**config.mk**
```make
export PLATFORM = sky130hd
export DESIGN_NAME = can_bit_sampler_flat
export DESIGN_NICKNAME = d
export VERILOG_FILES = /design/src/rtl/can_bit_sampler_if.sv /design/src/rtl/can_bit_sampler.sv /design/src/flat_wrapper.sv
export SDC_FILE = /design/constraint.sdc
export NUM_CORES = 1
export LEC_CHECK = 0
export BUFFER_PORTS_ARGS = -buffer_cell sky130_fd_sc_hd__buf_2
export CORE_MARGIN = 2
export CORE_UTILIZATION = 40
export CTS_CLUSTER_SIZE = 14
export DETAILED_ROUTE_END_ITERATION = 8
export PLACE_DENSITY = 0.63
export SYNTH_ARGS = -nofsm -noshare
export SYNTH_HDL_FRONTEND = slang
export SYNTH_SLANG_ARGS = --single-unit
```
**constraint.sdc**
```tcl
create_clock -name clk -period 1.7 [get_ports clk]
set_clock_uncertainty 0.05 [all_clocks]
set_input_delay 0.255 -clock clk [delete_from_list [all_inputs] [get_ports clk]]
set_output_delay 0.255 -clock clk [all_outputs]
set_load 0.05 [all_outputs]
```
**src/rtl/can_bit_sampler_if.sv**
```systemverilog
// Bundles the bit-timing inputs and sampled/destuffed outputs of the CAN bit sampler.
// Latency: none (wiring only).
// Backpressure: none; all signals are single-cycle pulses or levels.
interface can_bit_sampler_if;
  // Bus pin and timing inputs from the TQ generator / controller
  logic       can_rx;
  logic       tq_tick;
  logic       sample_point;
  logic       bit_tick;
  logic [4:0] tq_position;
  logic [3:0] tseg1;
  logic [2:0] tseg2;
  logic [1:0] sjw;
  logic       bus_idle;
  logic       destuff_en;

  // Synchronisation feedback and destuffed bit stream
  logic       rx_sync;
  logic       hard_sync;
  logic       resync_valid;
  logic [4:0] resync_adj;
  logic       rx_bit;
  logic       rx_bit_valid;
  logic       stuff_seen;
  logic       stuff_err;

  modport master (
    output can_rx, tq_tick, sample_point, bit_tick, tq_position,
           tseg1, tseg2, sjw, bus_idle, destuff_en,
    input  rx_sync, hard_sync, resync_valid, resync_adj,
           rx_bit, rx_bit_valid, stuff_seen, stuff_err
  );

  modport slave (
    input  can_rx, tq_tick, sample_point, bit_tick, tq_position,
           tseg1, tseg2, sjw, bus_idle, destuff_en,
    output rx_sync, hard_sync, resync_valid, resync_adj,
           rx_bit, rx_bit_valid, stuff_seen, stuff_err
  );
endinterface

```
**src/rtl/can_bit_sampler.sv**
```systemverilog
// CAN RX synchroniser, edge/phase-error resync logic, bit sampler and stuff-bit remover.
// Latency: rx_sync SYNC_STAGES clks after can_rx; sync pulses and sampled bits 1 clk after their tick.
// Backpressure: none; the consumer must accept every pulse in the cycle it is presented.
module can_bit_sampler #(
  parameter int SYNC_STAGES = 2,
  parameter int STUFF_LEN   = 5
) (
  input  logic             clk,
  input  logic             rst,
  can_bit_sampler_if.slave bus
);

  localparam int               CNT_W   = $clog2(STUFF_LEN + 1);
  localparam logic [CNT_W-1:0] RUN_MAX = CNT_W'(STUFF_LEN);
  localparam logic [CNT_W-1:0] RUN_ONE = CNT_W'(1);

  logic [SYNC_STAGES-1:0] sync_q;
  logic                   rx_sync;
  logic                   prev_level;
  logic                   edge_det;

  logic [5:0]             total_tq;
  logic [5:0]             sample_idx;
  logic [5:0]             pos_ext;
  logic signed [5:0]      phase_err;
  logic signed [5:0]      sjw_lim;
  logic signed [5:0]      adj_clip;

  logic                   hard_sync_q;
  logic                   resync_valid_q;
  logic [4:0]             resync_adj_q;
  logic                   resync_done;

  logic [CNT_W-1:0]       run_cnt;
  logic                   last_bit;
  logic                   rx_bit_q;
  logic                   rx_bit_valid_q;
  logic                   stuff_seen_q;
  logic                   stuff_err_q;

  assign rx_sync = sync_q[SYNC_STAGES-1];

  // Shift the asynchronous pin through the synchroniser chain; idles recessive
  always_ff @(posedge clk or posedge rst) begin
    if (rst) begin
      sync_q <= '1;
    end else begin
      sync_q <= {sync_q[SYNC_STAGES-2:0], bus.can_rx};
    end
  end

  // Recessive-to-dominant transition seen between two consecutive time quanta
  assign edge_det = bus.tq_tick & prev_level & ~rx_sync;

  // Phase error of the edge relative to the sync segment, clipped to +/-(sjw+1)
  always_comb begin
    total_tq   = {2'b00, bus.tseg1} + {3'b000, bus.tseg2} + 6'd3;
    sample_idx = {2'b00, bus.tseg1} + 6'd2;
    pos_ext    = {1'b0, bus.tq_position};
    sjw_lim    = $signed({4'b0000, bus.sjw} + 6'd1);
    if (pos_ext <= sample_idx) begin
      phase_err = $signed(pos_ext - 6'd1);
    end else begin
      phase_err = $signed(pos_ext - total_tq - 6'd1);
    end
    adj_clip = phase_err;
    if (phase_err > sjw_lim) begin
      adj_clip = sjw_lim;
    end else if (phase_err < -sjw_lim) begin
      adj_clip = -sjw_lim;
    end
  end

  // Hard sync on idle bus, at most one resync per bit otherwise; bit_tick re-arms resync
  always_ff @(posedge clk or posedge rst) begin
    if (rst) begin
      prev_level     <= 1'b1;
      hard_sync_q    <= 1'b0;
      resync_valid_q <= 1'b0;
      resync_adj_q   <= '0;
      resync_done    <= 1'b0;
    end else begin
      hard_sync_q    <= 1'b0;
      resync_valid_q <= 1'b0;
      if (bus.tq_tick) begin
        prev_level <= rx_sync;
      end
      if (edge_det) begin
        if (bus.bus_idle) begin
          hard_sync_q <= 1'b1;
          resync_done <= 1'b1;
        end else if (!resync_done && (phase_err != 6'sd0)) begin
          resync_valid_q <= 1'b1;
          resync_adj_q   <= adj_clip[4:0];
          resync_done    <= 1'b1;
        end
      end
      // Placed last so a clear in the same cycle as an edge takes priority
      if (bus.bit_tick) begin
        resync_done <= 1'b0;
      end
    end
  end

  // Sample once per bit and drop/flag the bit following a run of STUFF_LEN equal bits
  always_ff @(posedge clk or posedge rst) begin
    if (rst) begin
      run_cnt        <= '0;
      last_bit       <= 1'b1;
      rx_bit_q       <= 1'b1;
      rx_bit_valid_q <= 1'b0;
      stuff_seen_q   <= 1'b0;
      stuff_err_q    <= 1'b0;
    end else begin
      rx_bit_valid_q <= 1'b0;
      stuff_seen_q   <= 1'b0;
      stuff_err_q    <= 1'b0;
      if (bus.sample_point) begin
        if (!bus.destuff_en) begin
          rx_bit_q       <= rx_sync;
          rx_bit_valid_q <= 1'b1;
          run_cnt        <= '0;
          last_bit       <= rx_sync;
        end else if (run_cnt < RUN_MAX) begin
          run_cnt        <= (rx_sync == last_bit) ? run_cnt + RUN_ONE : RUN_ONE;
          last_bit       <= rx_sync;
          rx_bit_q       <= rx_sync;
          rx_bit_valid_q <= 1'b1;
        end else begin
          if (rx_sync != last_bit) begin
            stuff_seen_q <= 1'b1;
          end else begin
            stuff_err_q  <= 1'b1;
          end
          run_cnt  <= RUN_ONE;
          last_bit <= rx_sync;
        end
      end
    end
  end

  assign bus.rx_sync      = rx_sync;
  assign bus.hard_sync    = hard_sync_q;
  assign bus.resync_valid = resync_valid_q;
  assign bus.resync_adj   = resync_adj_q;
  assign bus.rx_bit       = rx_bit_q;
  assign bus.rx_bit_valid = rx_bit_valid_q;
  assign bus.stuff_seen   = stuff_seen_q;
  assign bus.stuff_err    = stuff_err_q;

endmodule
```
**src/flat_wrapper.sv**
```systemverilog
// flat-port wrapper written by rule: the top's interface ports become plain ports
module can_bit_sampler_flat 
#(
  parameter int SYNC_STAGES = 2,
  parameter int STUFF_LEN   = 5
)
  (clk, rst, bus_can_rx, bus_tq_tick, bus_sample_point, bus_bit_tick, bus_tq_position, bus_tseg1, bus_tseg2, bus_sjw, bus_bus_idle, bus_destuff_en, bus_rx_sync, bus_hard_sync, bus_resync_valid, bus_resync_adj, bus_rx_bit, bus_rx_bit_valid, bus_stuff_seen, bus_stuff_err);
  can_bit_sampler_if bus_i ();
  input  logic clk;
  input  logic rst;
  input wire logic [$bits(bus_i.can_rx)-1:0] bus_can_rx;
  input wire logic [$bits(bus_i.tq_tick)-1:0] bus_tq_tick;
  input wire logic [$bits(bus_i.sample_point)-1:0] bus_sample_point;
  input wire logic [$bits(bus_i.bit_tick)-1:0] bus_bit_tick;
  input wire logic [$bits(bus_i.tq_position)-1:0] bus_tq_position;
  input wire logic [$bits(bus_i.tseg1)-1:0] bus_tseg1;
  input wire logic [$bits(bus_i.tseg2)-1:0] bus_tseg2;
  input wire logic [$bits(bus_i.sjw)-1:0] bus_sjw;
  input wire logic [$bits(bus_i.bus_idle)-1:0] bus_bus_idle;
  input wire logic [$bits(bus_i.destuff_en)-1:0] bus_destuff_en;
  output wire logic [$bits(bus_i.rx_sync)-1:0] bus_rx_sync;
  output wire logic [$bits(bus_i.hard_sync)-1:0] bus_hard_sync;
  output wire logic [$bits(bus_i.resync_valid)-1:0] bus_resync_valid;
  output wire logic [$bits(bus_i.resync_adj)-1:0] bus_resync_adj;
  output wire logic [$bits(bus_i.rx_bit)-1:0] bus_rx_bit;
  output wire logic [$bits(bus_i.rx_bit_valid)-1:0] bus_rx_bit_valid;
  output wire logic [$bits(bus_i.stuff_seen)-1:0] bus_stuff_seen;
  output wire logic [$bits(bus_i.stuff_err)-1:0] bus_stuff_err;
  assign bus_i.can_rx = bus_can_rx;
  assign bus_i.tq_tick = bus_tq_tick;
  assign bus_i.sample_point = bus_sample_point;
  assign bus_i.bit_tick = bus_bit_tick;
  assign bus_i.tq_position = bus_tq_position;
  assign bus_i.tseg1 = bus_tseg1;
  assign bus_i.tseg2 = bus_tseg2;
  assign bus_i.sjw = bus_sjw;
  assign bus_i.bus_idle = bus_bus_idle;
  assign bus_i.destuff_en = bus_destuff_en;
  assign bus_rx_sync = bus_i.rx_sync;
  assign bus_hard_sync = bus_i.hard_sync;
  assign bus_resync_valid = bus_i.resync_valid;
  assign bus_resync_adj = bus_i.resync_adj;
  assign bus_rx_bit = bus_i.rx_bit;
  assign bus_rx_bit_valid = bus_i.rx_bit_valid;
  assign bus_stuff_seen = bus_i.stuff_seen;
  assign bus_stuff_err = bus_i.stuff_err;
  can_bit_sampler #(.SYNC_STAGES(SYNC_STAGES), .STUFF_LEN(STUFF_LEN)) u_core (.clk(clk), .rst(rst), .bus(bus_i));
endmodule
```
==> results_dict.tcl <==
set metrics [dict create \
    endpoint_kind "flip-flop" \
    insertion_delay_ps 260 \
    hold_viol 0 \
    antenna_found_initial 0 \
    port_buffers 33 \
    violations "negative setup slack" \
    slowest_stage "fa_2" \
    initial_core_util_pct 41.0 \
    yosysSeqAreaShare_pct 27.4 \
    tritoncts "yes" \
    yosys_warnings 0 \
    crit_buf_inv 3 \
    holdWs_ps 41.0 \
    hold-path-cell-count 1 \
    worstPathArrival_ps 3860 \
    maxSlewHeadroom_pct 75.5 \
    root_buffer "clkbuf_8" \
    grt_pass1_wl_mm 7.80 \
    die_x_um 70.3 \
    reg2reg_slack_ps -80 \
    netlist_area_um2 1760 \
    dp_hpwl_mm 3.39 \
    r2r-end "u_core.bus.resync_adj[1]$_DFFE_PP0P_" \
    max_stage_delay_ps 520 \
    row_count 24 \
    globalplace.congestion 0.793 \
    die_h_um 70.3 \
    final_layout_size_suffix_gt1_share_pct 56.4 \
    reg2regPathDepth 5 \
    tightest_slew_ps 364 \
    die-area_um2 4950 \
    synth_top_cells_by_count "ha_1 (28), inv_1 (23), dfrtp_1 (14)" \
    startpoint "bus_tseg1[0]" \
    critPathLaunchType "input pin" \
    vias 1718 \
    rsz0062_at_grt "yes" \
    min_from "bus_can_rx" \
    leakage_nw 1.39 \
    finalWirelength_mm 4.71 \
    crit_path_cell_trace "buf_8, ha_4, fa_2, inv_2, ha_4, ha_4, fa_2, xor2_1, mux2i_2, inv_1, ha_1, o21ai_2, a2111oi_2, a21oi_1, a221o_1, a221o_1, a211oi_2" \
    synthFlopType "dfrtp_1" \
    htreeDepth 1 \
    avgSynthCellArea_um2 9.36 \
    nNetsFinal 342 \
    grt_pass1_vias 1734 \
    async_reset_ff_share_pct 100 \
    max_freq_mhz 267 \
    grt_overflow 0 \
    synthCells 188 \
    switching_share_pct 41.6 \
    final_cell_count_no_fill 341 \
    period_share_pct 220 \
    pwr-share-clk_pct 10.6 \
    max_cap_viol_count 0 \
    path_clk_slew_ps 70 \
    via_per_inst 5.04 \
    setup_slack_ps -2040 \
    ys_types 50 \
    first_iter_violations 63 \
    grt_max_degree 20 \
    ant_nets 0 \
    peakVddDrop_v 0.000591 \
    setup_viol 7 \
    synth_top_area_share_pct 19.9 \
    place_inst 320 \
    status "finished, violations left" \
    clock-sinks 19 \
    cts_made_buffers 3 \
    yosysMostFrequentCell "ha_1" \
    core-area_um2 4290 \
    hold_end "u_core.sync_q[0]$_DFF_PP1_" \
    synth_fp_nets 240 \
    synth-seq-cells 19 \
    crit_family "adder cells" \
    tns_ps -12270 \
    fillers 354 \
    comb_power_share_pct 69.7 \
    power_density_nw_per_um2 1030 \
    wl_per_cell_um 13.8 \
    drc 0 \
    drt-pass1-iter-count 4 \
    synth_top_area_cell "dfrtp_1" \
    cp_data_required_time_ps 1820 \
    crit_top_cell "ha_4" \
    net-switching-power_w 0.00122 \
    grt_use_total_pct 19.6 \
    io-pin-count 34 \
    clockBufferDepth 2 \
    path_class "in2reg" \
    pwr-share-seq_pct 19.7 \
    fin_total_pwr_w 0.00294 \
    min_path_type "in2reg" \
    report.final.slew_viol_count 0 \
    rr_startpoint "u_core.prev_level$_DFFE_PP1P_" \
    cp_max_fo 4 \
    area_growth_pct 62.3 \
    yosys-top-cells-area "dfrtp_1 (20%), ha_1 (20%), dfstp_2 (7.5%)" \
    min_period_ps 3740 \
    synth_edf_count 0 \
    diodes 0 \
    intPower_w 0.00172 \
]
-- metrics by stage --
step | utilization [%] | instance area [µm²] | worst slack [ps]
global route | 66.5 | 2860 | -2190
floorplan | - | 1790 | -2170
detailed placement | 55.4 | 2380 | -2440
CTS | 63.8 | 2740 | -1950
finish | 66.5 | 2860 | -2040
global placement | 55.4 | 2380 | -2310
-- logic make-up after synthesis --
group | count (synthesis) | synth area share (%)
xor gates and xnor gates | 11 | 5.47
DFF | 19 | 27.4
buffers and inverters | 26 | 5.97
muxes | 9 | 6.40
adders and majority gates | 30 | 22.2
and+or+nand+nor | 46 | 13.6
AOI/OAI and AO/OA | 47 | 19.0
-- state kept, by name, summed over array words and instances, names as in the netlist --
register / cells
u_core.bus.resync_adj: 5
u_core.run_cnt: 3
u_core.sync_q: 2
u_core.bus.hard_sync: 1
u_core.bus.resync_valid: 1
u_core.bus.rx_bit: 1
u_core.bus.rx_bit_valid: 1
u_core.bus.stuff_err: 1
u_core.bus.stuff_seen: 1
u_core.last_bit: 1
u_core.prev_level: 1
u_core.resync_done: 1
-- how the worst max path moves through the flow --
stage                                                end  depth (start not counted)
finish              u_core.bus.resync_adj[1]$_DFFE_PP0P_                         17
global route        u_core.bus.resync_adj[2]$_DFFE_PP0P_                         19
CTS                 u_core.bus.resync_adj[3]$_DFFE_PP0P_                         17
floorplan           u_core.bus.resync_adj[1]$_DFFE_PP0P_                         16
global placement    u_core.bus.resync_adj[0]$_DFFE_PP0P_                         17
detailed placement  u_core.bus.resync_adj[1]$_DFFE_PP0P_                         17
-- power groups by stage --
stage,clock [W],combinational [W],sequential [W]
after floorplan,0,0.000714,0.000803
after global placement,0,0.00143,0.000584
after detailed placement,0,0.00145,0.000587
after CTS,0.000323,0.00185,0.000580
after global routing,0.000346,0.00220,0.000588
final,0.000312,0.00205,0.000578
-- timing repair --
action	4_1_cts	5_1_grt
setup endpoints to repair	7	7
setup buffers	14	5
resized for setup	48	15
pin swaps	27	19
hold endpoints to repair	14	0
hold buffers	1	0
-- metal layers --
| metal | global-route usage, % | share of wire, % | vias up |
|---|---|---|---|
| met2 | 34.2 | 51 | 31 |
| met1 | 25.2 | 45 | 809 |
| met3 | 3.03 | 2.8 | 5 |
| met5 | 0 | 0 | - |
| li1 | - | - | 873 |
| met4 | 5.13 | 1.0 | 0 |
-- cell usage in the layout, fill, tap and decap left out, types with 3 or more instances in the layout --
master,n
a21o_1,6
a21oi_1,5
a21oi_2,7
and3_4,3
buf_2,30
buf_4,61
buf_6,7
clkbuf_8,3
dfrtp_1,14
dfstp_2,5
ha_1,21
ha_4,7
inv_1,21
mux2_2,3
mux2i_2,3
nand2_1,6
nand3_1,3
nor2_1,6
nor2_4,3
nor2b_1,3
o21ai_0,5
xnor2_1,6
xor2_1,3
-- worst reg2reg max path, stage by stage (launching register included) --
cell and delay [ps]:
dfstp_2 530, nand3b_1 80, or3_1 420, buf_4 190
a211oi_1 280, a211oi_2 110
-- cell type report --
cell class	instances	area (µm²)	share of cell area, %
Clock buffer	4	45.0	1.58
Inverter	23	86.3	3.02
Multi-Input combinational cell	143	1470	51.3
Sequential cell	19	482	16.9
Tap cell	52	65.1	2.28
Timing Repair Buffer	100	712	24.9
No activity file was read; power rests on OpenSTA's default activity.
